## src/rtl/branch_resolve_unit_pkg.sv

```systemverilog
// branch_resolve_unit_pkg: shared predictor types and the 2-bit counter update rule.
package branch_resolve_unit_pkg;
  typedef logic [1:0] pht_counter_t;
  localparam pht_counter_t PHT_INIT = 2'b01;
  function automatic pht_counter_t pht_update(input pht_counter_t c, input logic taken);
    return taken ? (c == 2'b11 ? c : c + 2'b01) : (c == 2'b00 ? c : c - 2'b01);
  endfunction
endpackage

```

## src/rtl/branch_resolve_unit_btb.sv

```systemverilog
// branch_resolve_unit_btb: direct-mapped BTB with registered, stallable, read-first lookup.
module branch_resolve_unit_btb
  import branch_resolve_unit_pkg::*;
#(
  parameter int ADDR_WIDTH = 32,
  parameter int ENTRIES = 32
) (
  input  logic                  clk,
  input  logic                  rst,
  input  logic                  stall,
  input  logic [ADDR_WIDTH-1:0] lookup_pc,
  input  logic                  wr_en,
  input  logic [ADDR_WIDTH-1:0] wr_pc,
  input  logic [ADDR_WIDTH-1:0] wr_target,
  output logic                  hit,
  output logic [ADDR_WIDTH-1:0] target
);
  localparam int IW = $clog2(ENTRIES);
  localparam int TW = ADDR_WIDTH - IW - 2;
  typedef struct packed {
    logic                  valid;
    logic [TW-1:0]         tag;
    logic [ADDR_WIDTH-1:0] target;
  } btb_entry_t;
  btb_entry_t mem [ENTRIES];
  btb_entry_t rd;
  logic [IW-1:0] rd_idx, wr_idx;
  logic rd_hit;
  logic unused_pc_bits;
  assign rd_idx = lookup_pc[IW+1:2];
  assign wr_idx = wr_pc[IW+1:2];
  assign rd = mem[rd_idx];
  assign rd_hit = rd.valid && rd.tag == lookup_pc[ADDR_WIDTH-1:IW+2];
  assign unused_pc_bits = ^{lookup_pc[1:0], wr_pc[1:0]};
  // Nonblocking write with a same-edge read gives read-first behaviour.
  always_ff @(posedge clk or negedge rst)
    if (!rst) begin
      for (int i = 0; i < ENTRIES; i++) mem[i] <= '0;
      hit <= 1'b0;
      target <= '0;
    end else begin
      if (wr_en) mem[wr_idx] <= '{1'b1, wr_pc[ADDR_WIDTH-1:IW+2], wr_target};
      if (!stall) begin
        hit <= rd_hit;
        target <= rd_hit ? rd.target : '0;
      end
    end
endmodule

```

## src/rtl/branch_resolve_unit.sv

```systemverilog
// branch_resolve_unit: mispredict detection/redirect, PHT and BTB training and lookup.
// Optional performance counters are built when PERF_COUNTER_EN is defined.
module branch_resolve_unit
  import branch_resolve_unit_pkg::*;
#(
  parameter int ADDR_WIDTH = 32,
  parameter int PHT_ENTRIES = 64,
  parameter int BTB_ENTRIES = 32
) (
  input  logic                  clk,
  input  logic                  rst,
  input  logic                  stall,
  input  logic [ADDR_WIDTH-1:0] lookupPc,
  output logic                  isBranchTakenPredicted,
  output logic                  btbHit,
  output logic [ADDR_WIDTH-1:0] btbPredictedPc,
  input  logic                  resolveValid,
  input  logic                  resolveKill,
  input  logic [ADDR_WIDTH-1:0] resolvePc,
  input  logic                  resolveTaken,
  input  logic [ADDR_WIDTH-1:0] resolveTarget,
  input  logic                  predIsNextPcPredicted,
  input  logic                  predTaken,
  input  logic [ADDR_WIDTH-1:0] predNextPc,
  output logic [ADDR_WIDTH-1:0] irregPc,
  output logic                  flushReq,
  output logic [31:0]           mispredictCount,
  output logic [31:0]           branchCount
);
  localparam int PW = $clog2(PHT_ENTRIES);
  pht_counter_t pht [PHT_ENTRIES];
  logic [PW-1:0] res_idx, look_idx;
  logic accepted, mispredict;
  logic [ADDR_WIDTH-1:0] redirect_pc;
  assign res_idx = resolvePc[PW+1:2];
  assign look_idx = lookupPc[PW+1:2];
  assign accepted = resolveValid && !resolveKill;
  assign mispredict = predIsNextPcPredicted && predTaken
                    ? (!resolveTaken || resolveTarget != predNextPc)
                    : resolveTaken;
  assign redirect_pc = resolveTaken ? resolveTarget : resolvePc + ADDR_WIDTH'(4);
  always_ff @(posedge clk or negedge rst)
    if (!rst) begin
      for (int i = 0; i < PHT_ENTRIES; i++) pht[i] <= PHT_INIT;
      isBranchTakenPredicted <= 1'b0;
      irregPc <= '0;
      flushReq <= 1'b0;
    end else begin
      if (accepted) pht[res_idx] <= pht_update(pht[res_idx], resolveTaken);
      if (!stall) isBranchTakenPredicted <= pht[look_idx][1];
      irregPc <= accepted && mispredict ? redirect_pc : '0;
      flushReq <= accepted && mispredict;
    end
  branch_resolve_unit_btb #(.ADDR_WIDTH(ADDR_WIDTH), .ENTRIES(BTB_ENTRIES)) u_btb (
    .clk(clk),
    .rst(rst),
    .stall(stall),
    .lookup_pc(lookupPc),
    .wr_en(accepted && resolveTaken),
    .wr_pc(resolvePc),
    .wr_target(resolveTarget),
    .hit(btbHit),
    .target(btbPredictedPc)
  );
`ifdef PERF_COUNTER_EN
  always_ff @(posedge clk or negedge rst)
    if (!rst) begin
      branchCount <= '0;
      mispredictCount <= '0;
    end else begin
      if (accepted && branchCount != '1) branchCount <= branchCount + 32'd1;
      if (accepted && mispredict && mispredictCount != '1) mispredictCount <= mispredictCount + 32'd1;
    end
`else
  assign branchCount = '0;
  assign mispredictCount = '0;
`endif
endmodule

```

## config.mk

```make
export PLATFORM = sky130hd
export DESIGN_NAME = branch_resolve_unit
export DESIGN_NICKNAME = d
export VERILOG_FILES = /design/src/rtl/branch_resolve_unit_pkg.sv /design/src/rtl/branch_resolve_unit_btb.sv /design/src/rtl/branch_resolve_unit.sv
export SDC_FILE = /design/constraint.sdc
export NUM_CORES = 2
export LEC_CHECK = 0
export ABC_AREA = 1
export CORE_ASPECT_RATIO = 0.9
export CORE_MARGIN = 3
export CORE_UTILIZATION = 54
export DETAILED_ROUTE_END_ITERATION = 8
export HOLD_SLACK_MARGIN = 0.15
export PLACE_DENSITY = 0.71
export SYNTH_ARGS = -nofsm -noshare
export SYNTH_HDL_FRONTEND = slang
export SYNTH_SLANG_ARGS = --single-unit
```

## constraint.sdc

```tcl
create_clock -name clk -period 3.18 [get_ports clk]
set_input_delay 0.795 -clock clk [delete_from_list [all_inputs] [get_ports clk]]
set_output_delay 0.795 -clock clk [all_outputs]
set_load 0.03 [all_outputs]
```

== Word-level counts from Yosys, hierarchy flattened ==
Cells that the tools add are included.

* Bits of input ports: 136
* Output and inout port bits: 131
* RAM bits: 0
* Flip-flop bits (word level): 2051
* Latch bits: 0
* Memories kept: 0
* Memory bits (read-only): 0

* $lt $le $gt $ge: 6
* Multiplexer cells: 22
* Eq/ne operators: 3
* Shift-type cells: 0
* Bitwise operators: 4
* Reductions and logical operators: 11
* Div/mod/pow operators: 0
* $mul: 0
* Add/sub/neg operators: 3

{| class="wikitable"
|+ Operators by type and width
! kind !! count
|-
| $bwmux W1856 || 1
|-
| $bmux W58 S5 || 1
|-
| $demux W58 S5 || 1
|-
| $mux W58 || 3
|-
| $bwmux W128 || 1
|-
| $mux W32 || 3
|-
| $add A32 B3 Y32 const B || 1
|-
| $ne A32 B32 Y1 || 1
|-
| $eq A25 B25 Y1 || 1
|-
| $bmux W2 S6 || 2
|-
| $mux W2 || 8
|-
| $ge A7 B7 Y1 const B || 2
|-
| $not A6 Y7 || 2
|-
| $demux W2 S6 || 1
|-
| $ge A6 B6 Y1 const B || 2
|-
| $not A5 Y6 || 2
|-
| $logic_and A1 B1 Y1 || 7
|-
| $lt A7 B1 Y1 const B || 1
|-
| $lt A6 B1 Y1 const B || 1
|-
| $add A2 B1 Y2 const B || 1
|-
| $eq A2 B2 Y1 const B || 1
|-
| $logic_not A1 Y1 || 2
|-
| $logic_not A2 Y1 || 1
|-
| $sub A2 B1 Y2 const B || 1
|-
| other kinds (2) || 2
|}

== Logic depth before layout (Yosys ltp) ==
* Depth in word-level cells: 8
* Mapped depth: 19
* Mapped depth without buffers: 17

== Cells and area by module ==
A second synthesis with hierarchy kept.

* Cells, all modules: 11978
* Area, all modules: 95367.7 um^2

{| class="wikitable"
|+ Modules (own cells, without submodules)
! module !! seq. area each (um^2) !! area an instance (um^2) !! cells each !! instances
|-
| branch_resolve_unit_btb || 47270.3 || 84725.0 || 10347 || 1
|-
| branch_resolve_unit || 4134.0 || 10642.7 || 1631 || 1
|}

== Worst setup path after synthesis ==
Ideal clock, no wire load.

* Path kind: input-to-reg
* Start: in resolvePc[2]
* End: reg pht[103] (netlist name)
* Buffers on the path: 3
* Cell stages on the path: 18
* Path slack: 0.568 ns
* Library setup time: 0.117 ns
* Data arrival time: 2.495 ns
* Cells stage by stage: buf_4 > inv_1 > nand3_4 > inv_2 > buf_4 > nand2_1 > nand2_1 > a21oi_1 > nand4_1 > nand2_1 > nand4_1 > nor2_1 > nor2_4 > nand2_2 > nand2_4 > buf_6 > nand2_1 > nand2_1

* Cells in the longest elaborated chain, start to end: 8

{| class="wikitable"
|+ RTL lines
! item !! line !! source
|-
| start, declared || branch_resolve_unit.sv:19 || <nowiki>input logic [ADDR_WIDTH-1:0] resolvePc,</nowiki>
|-
| $not A6 Y7 (not written as such) * || branch_resolve_unit.sv:49 || <nowiki>if (accepted) pht[res_idx] <= pht_update(pht[res_idx], resolveTaken);</nowiki>
|-
| $bmux W2 S6 || branch_resolve_unit.sv:49 ||
|-
| $mux W2 (not written as such) (2 in series) || branch_resolve_unit.sv:49 ||
|-
| $sub A2 B1 Y2 (tied with other cells) || branch_resolve_unit_pkg.sv:6 || <nowiki>return taken ? (c == 2'b11 ? c : c + 2'b01) : (c == 2'b00 ? c : c - 2'b01);</nowiki>
|-
| $mux W2 (2 in series) || branch_resolve_unit_pkg.sv:6 ||
|-
| $bwmux W128 * || branch_resolve_unit.sv:49 ||
|-
| end signal, assigned by index || branch_resolve_unit.sv:49 ||
|-
| end, declared || branch_resolve_unit.sv:31 || <nowiki>pht_counter_t pht [PHT_ENTRIES];</nowiki>
|}

Every way passes the cells marked *; elsewhere a longest branch is shown, timed or not. The select of a mux whose other input is x is not followed.
A chain may end at the register's enable or synchronous reset.

== Worst setup path in the final report ==
* Start: reg irregPc[30]
* End: out irregPc[30]

{| class="wikitable"
|+ RTL lines
! item !! line !! source
|-
| start, declared || branch_resolve_unit.sv:25 || <nowiki>output logic [ADDR_WIDTH-1:0] irregPc,</nowiki>
|-
| start signal, assigned || branch_resolve_unit.sv:51 || <nowiki>irregPc <= accepted && mispredict ? redirect_pc : '0;</nowiki>
|}

No word-level cell between the ends.

==> qor.json <==
{
  "grt_setup_unrepaired": "false",
  "path_class_of_the_lowest_slack_min_delay_path": "flop to flop",
  "ys_warn_count": 0,
  "synth_top_cells_by_area": "sky130_fd_sc_hd__dfrtp_1 (52%), sky130_fd_sc_hd__nand2_1 (17%), sky130_fd_sc_hd__o21ai_0 (10%), sky130_fd_sc_hd__nand3_1 (5.5%), sky130_fd_sc_hd__clkbuf_1 (2.9%)",
  "tritoncts.num_buffers": 205,
  "grt_use_total": 0.367,
  "cp.arrival_ns": 2.28,
  "fmax_mhz": 325,
  "detailroute.via_count": 87400,
  "worst_skew_pair.late_latency_ns": 0.85,
  "placedInstanceArea_um2": 103000,
  "overflow": 0,
  "post-synth-top-area-fraction": 0.524,
  "drt-vias-per-instance": 6.09,
  "setup_viol": 0,
  "layoutNonFillerInstCount": 14400,
  "end_kind": "primary output",
  "chipWidth_um": 448,
  "worstMarginPinSlew_ns": 0.860,
  "netlist.top_cell.by_area": "sky130_fd_sc_hd__dfrtp_1",
  "netlist_area_um2": 94900,
  "drcViolationCount": 0,
  "critical-path-slowest-cell": "sky130_fd_sc_hd__clkdlybuf4s50_1",
  "dpl_hpwl_um": 206000,
  "post_route_cells_drive_above_1_share": 0.0967,
  "first_pass_iters": 9,
  "grt_pass1_vias": 83200,
  "synth_cell_type_count": 50,
  "clk_pin_slew_worst_paths_ns": 0.06,
  "leakage_uw": 0.0513,
  "wl_per_cell_um": 23.3,
  "crit_path_max_fanout": 1,
  "drv.max_cap_violation_count": 0,
  "timing.critical_path.max_delay_family": "buffers and inverters",
  "cts_resized": 0,
  "timing_hold_violations_final": 0,
  "syn-instance-count": 11900,
  "coreArea_um2": 174000,
  "worst_clock_skew_ns": 0.0458,
  "antenna_found_initial": 7,
  "antenna_left": 0,
  "fp-row-count": 145,
  "io_buffer_count": 200,
  "postRouteWirelength_um": 334000,
  "post_layout_inst_area_um2": 110000,
  "remaining_max_slew_budget_at_the_tightest_pin": 0.426,
  "fillCellCount": 14400,
  "tritoncts": "done",
  "vdd.ir_drop.worst_mv": 0.465,
  "synth_to_final_area_change_pct": 16.4,
  "cellPowerDensity_nw_per_um2": 567,
  "nNetsFinal": 12100,
  "status": "finished clean",
  "timing.final.max_slew_violations": 0,
  "synth-seq-area-share": 0.542,
  "cts_hold_buffers": 1,
  "avgSynthCellArea_um2": 8.00,
  "final_min_period_over_clock_period": 0.966,
  "critPathBufInv": 1,
  "num_io_pins": 267,
  "initialDrtViolationCount": 13000,
  "die_h_um": 404,
  "synth-seq-cells": 2051,
  "clockRootBuffer": "sky130_fd_sc_hd__clkbuf_16",
  "globalplace.congestion": 0.964,
  "max-clock-path-buffers": 3,
  "finalCriticalPeriod_ns": 3.07,
  "worstPathCellList": "clkdlybuf4s50_1",
  "startpoint_type": "flop",
  "grt_first_pass_wirelength_um": 510000,
  "clock_sink_count": 2051,
  "grt_start_max_net_pins": 156,
  "multi_input_comb_area_um2": 37900,
  "postCtsSetupBuffers": 0,
  "place.detailed.instances": 14000,
  "worstSetupPathType": "flop to primary output",
  "worst_path_largest_cell_delay_ns": 0.77,
  "data_required_time_at_the_worst_endpoint_ns": 2.38,
  "final-seq-area_um2": 51400,
  "initial_utilization": 0.545,
  "h-tree-depth": 4,
  "floorplan.die_area_um2": 181000
}
-- flip-flops by register name, indices dropped and copies added (netlist names) --
signal / cells
u_btb.mem: 1856
pht: 128
irregPc: 32
u_btb.target: 32
flushReq: 1
isBranchTakenPredicted: 1
u_btb.hit: 1
-- metrics by stage --
| step | hold slack [ns] | setup slack [ns] | utilization | TNS [ns] | power [µW] |
|---|---|---|---|---|---|
| floorplan | 0.423 | 0.568 | - | 0 | 33700 |
| global placement | 0.436 | -0.358 | 0.592 | -121.24 | 36600 |
| detailed placement | 0.439 | -0.391 | 0.592 | -153.46 | 36900 |
| CTS | 0.451 | 0.0512 | 0.634 | 0 | 62700 |
| global route | 0.485 | 0.114 | 0.634 | 0 | 65000 |
| finish | 0.460 | 0.108 | 0.634 | 0 | 62700 |
-- logic make-up (layout without fill, tap and decap cells) --
family / count (synthesis) / after routing / share of synthesized area
and+or+nand+nor: 5696 / 5696 / 0.244
buffers and inverters: 1420 / 1582 / 0.0626
DFF: 2051 / 2051 / 0.542
other: 1 / 66 / 0.0000395
xor gates and xnor gates: 34 / 34 / 0.00314
adders and majority gates: 4 / 4 / 0.000528
AOI/OAI and AO/OA: 2658 / 2658 / 0.148
-- report_power, final --
| part | switching, µW | total [µW] | internal, µW |
|---|---|---|---|
| logic | 4660 | 7180 | 2520 |
| clock network | 10700 | 26100 | 15400 |
| registers | 1170 | 29400 | 28300 |
| total | 16500 | 62700 | 46100 |
-- placed cells by master, fill, tap and decap left out, drive strengths merged, types with 18 or more instances in the layout --
master and instances:
bufinv 24, dfstp 64, o311ai 102, clkinv 38
clkbuf 308, or2 18, clkdlybuf4s50 192, conb 64
dfrtp 1987, nand3b 20, o21ai 1989, nor2 183
nand4 54, xor2 31, a22oi 31, inv 343
nand2 4329, nor3 46, nand3 1044, a21oi 440
buf 669
-- per-layer routing --
metal,global-route usage,share of wire
met2,0.551,0.44
met5,0,0.000075
met4,0.203,0.063
met1,0.503,0.39
met3,0.0719,0.11
-- Yosys cell counts, drive strengths merged --
| cell | n |
|---|---|
| o221ai | 11 |
| clkbuf | 739 |
| ha | 4 |
| a21oi | 440 |
| o2111ai | 4 |
| o311ai | 102 |
| nand3 | 1044 |
| a31oi | 1 |
| dfstp | 64 |
| clkinv | 1 |
| inv | 335 |
| nand3b | 20 |
| a221o | 11 |
| conb | 1 |
| o2111a | 1 |
| xnor2 | 3 |
| o22ai | 16 |
| o21ai | 1989 |
| a22o | 5 |
| a211oi | 9 |
| nor2 | 183 |
| nor3 | 46 |
| a221oi | 10 |
| nand4 | 54 |
| xor2 | 31 |
| buf | 345 |
| or2 | 18 |
| o31ai | 15 |
| a2111oi | 1 |
| nor4 | 2 |
| a22oi | 31 |
| o21a | 2 |
| o2bb2ai | 4 |
| nand2 | 4329 |
| dfrtp | 1987 |
| o211ai | 6 |
-- cell type report --
cell class                      count  area share
Antenna cell                        2   0.0000453
Clock buffer                      308      0.0559
Clock inverter                     76      0.0101
Inverter                          336      0.0121
Multi-Input combinational cell   8456       0.344
Sequential cell                  2051       0.466
Tap cell                         2278      0.0258
Timing Repair Buffer              862      0.0869
-- tightest hold or removal path, cell delays in order, from the launching register on --
cell	delay (ns)
sky130_fd_sc_hd__dfrtp_1	0.33
sky130_fd_sc_hd__inv_1	0.05
sky130_fd_sc_hd__nand2_1	0.05
-- final timing paths --
path | slack (ns) | to | start | cells past startpoint
worst max-delay path | 0.11 | irregPc[30] | irregPc[30] | 1
worst min-delay path | 0.46 | u_btb.mem[1333] | u_btb.mem[1333] | 2
worst max register to register | 0.80 | u_btb.target[26] | u_btb.mem[1777] | 14
worst min register to register | 0.46 | u_btb.mem[1333] | u_btb.mem[1333] | 2
max in group asynchronous | 1.36 | u_btb.mem[1761] | rst | 3
min in group asynchronous | 0.55 | u_btb.mem[1506] | rst | 2
Power figures use the tool's default switching activity.
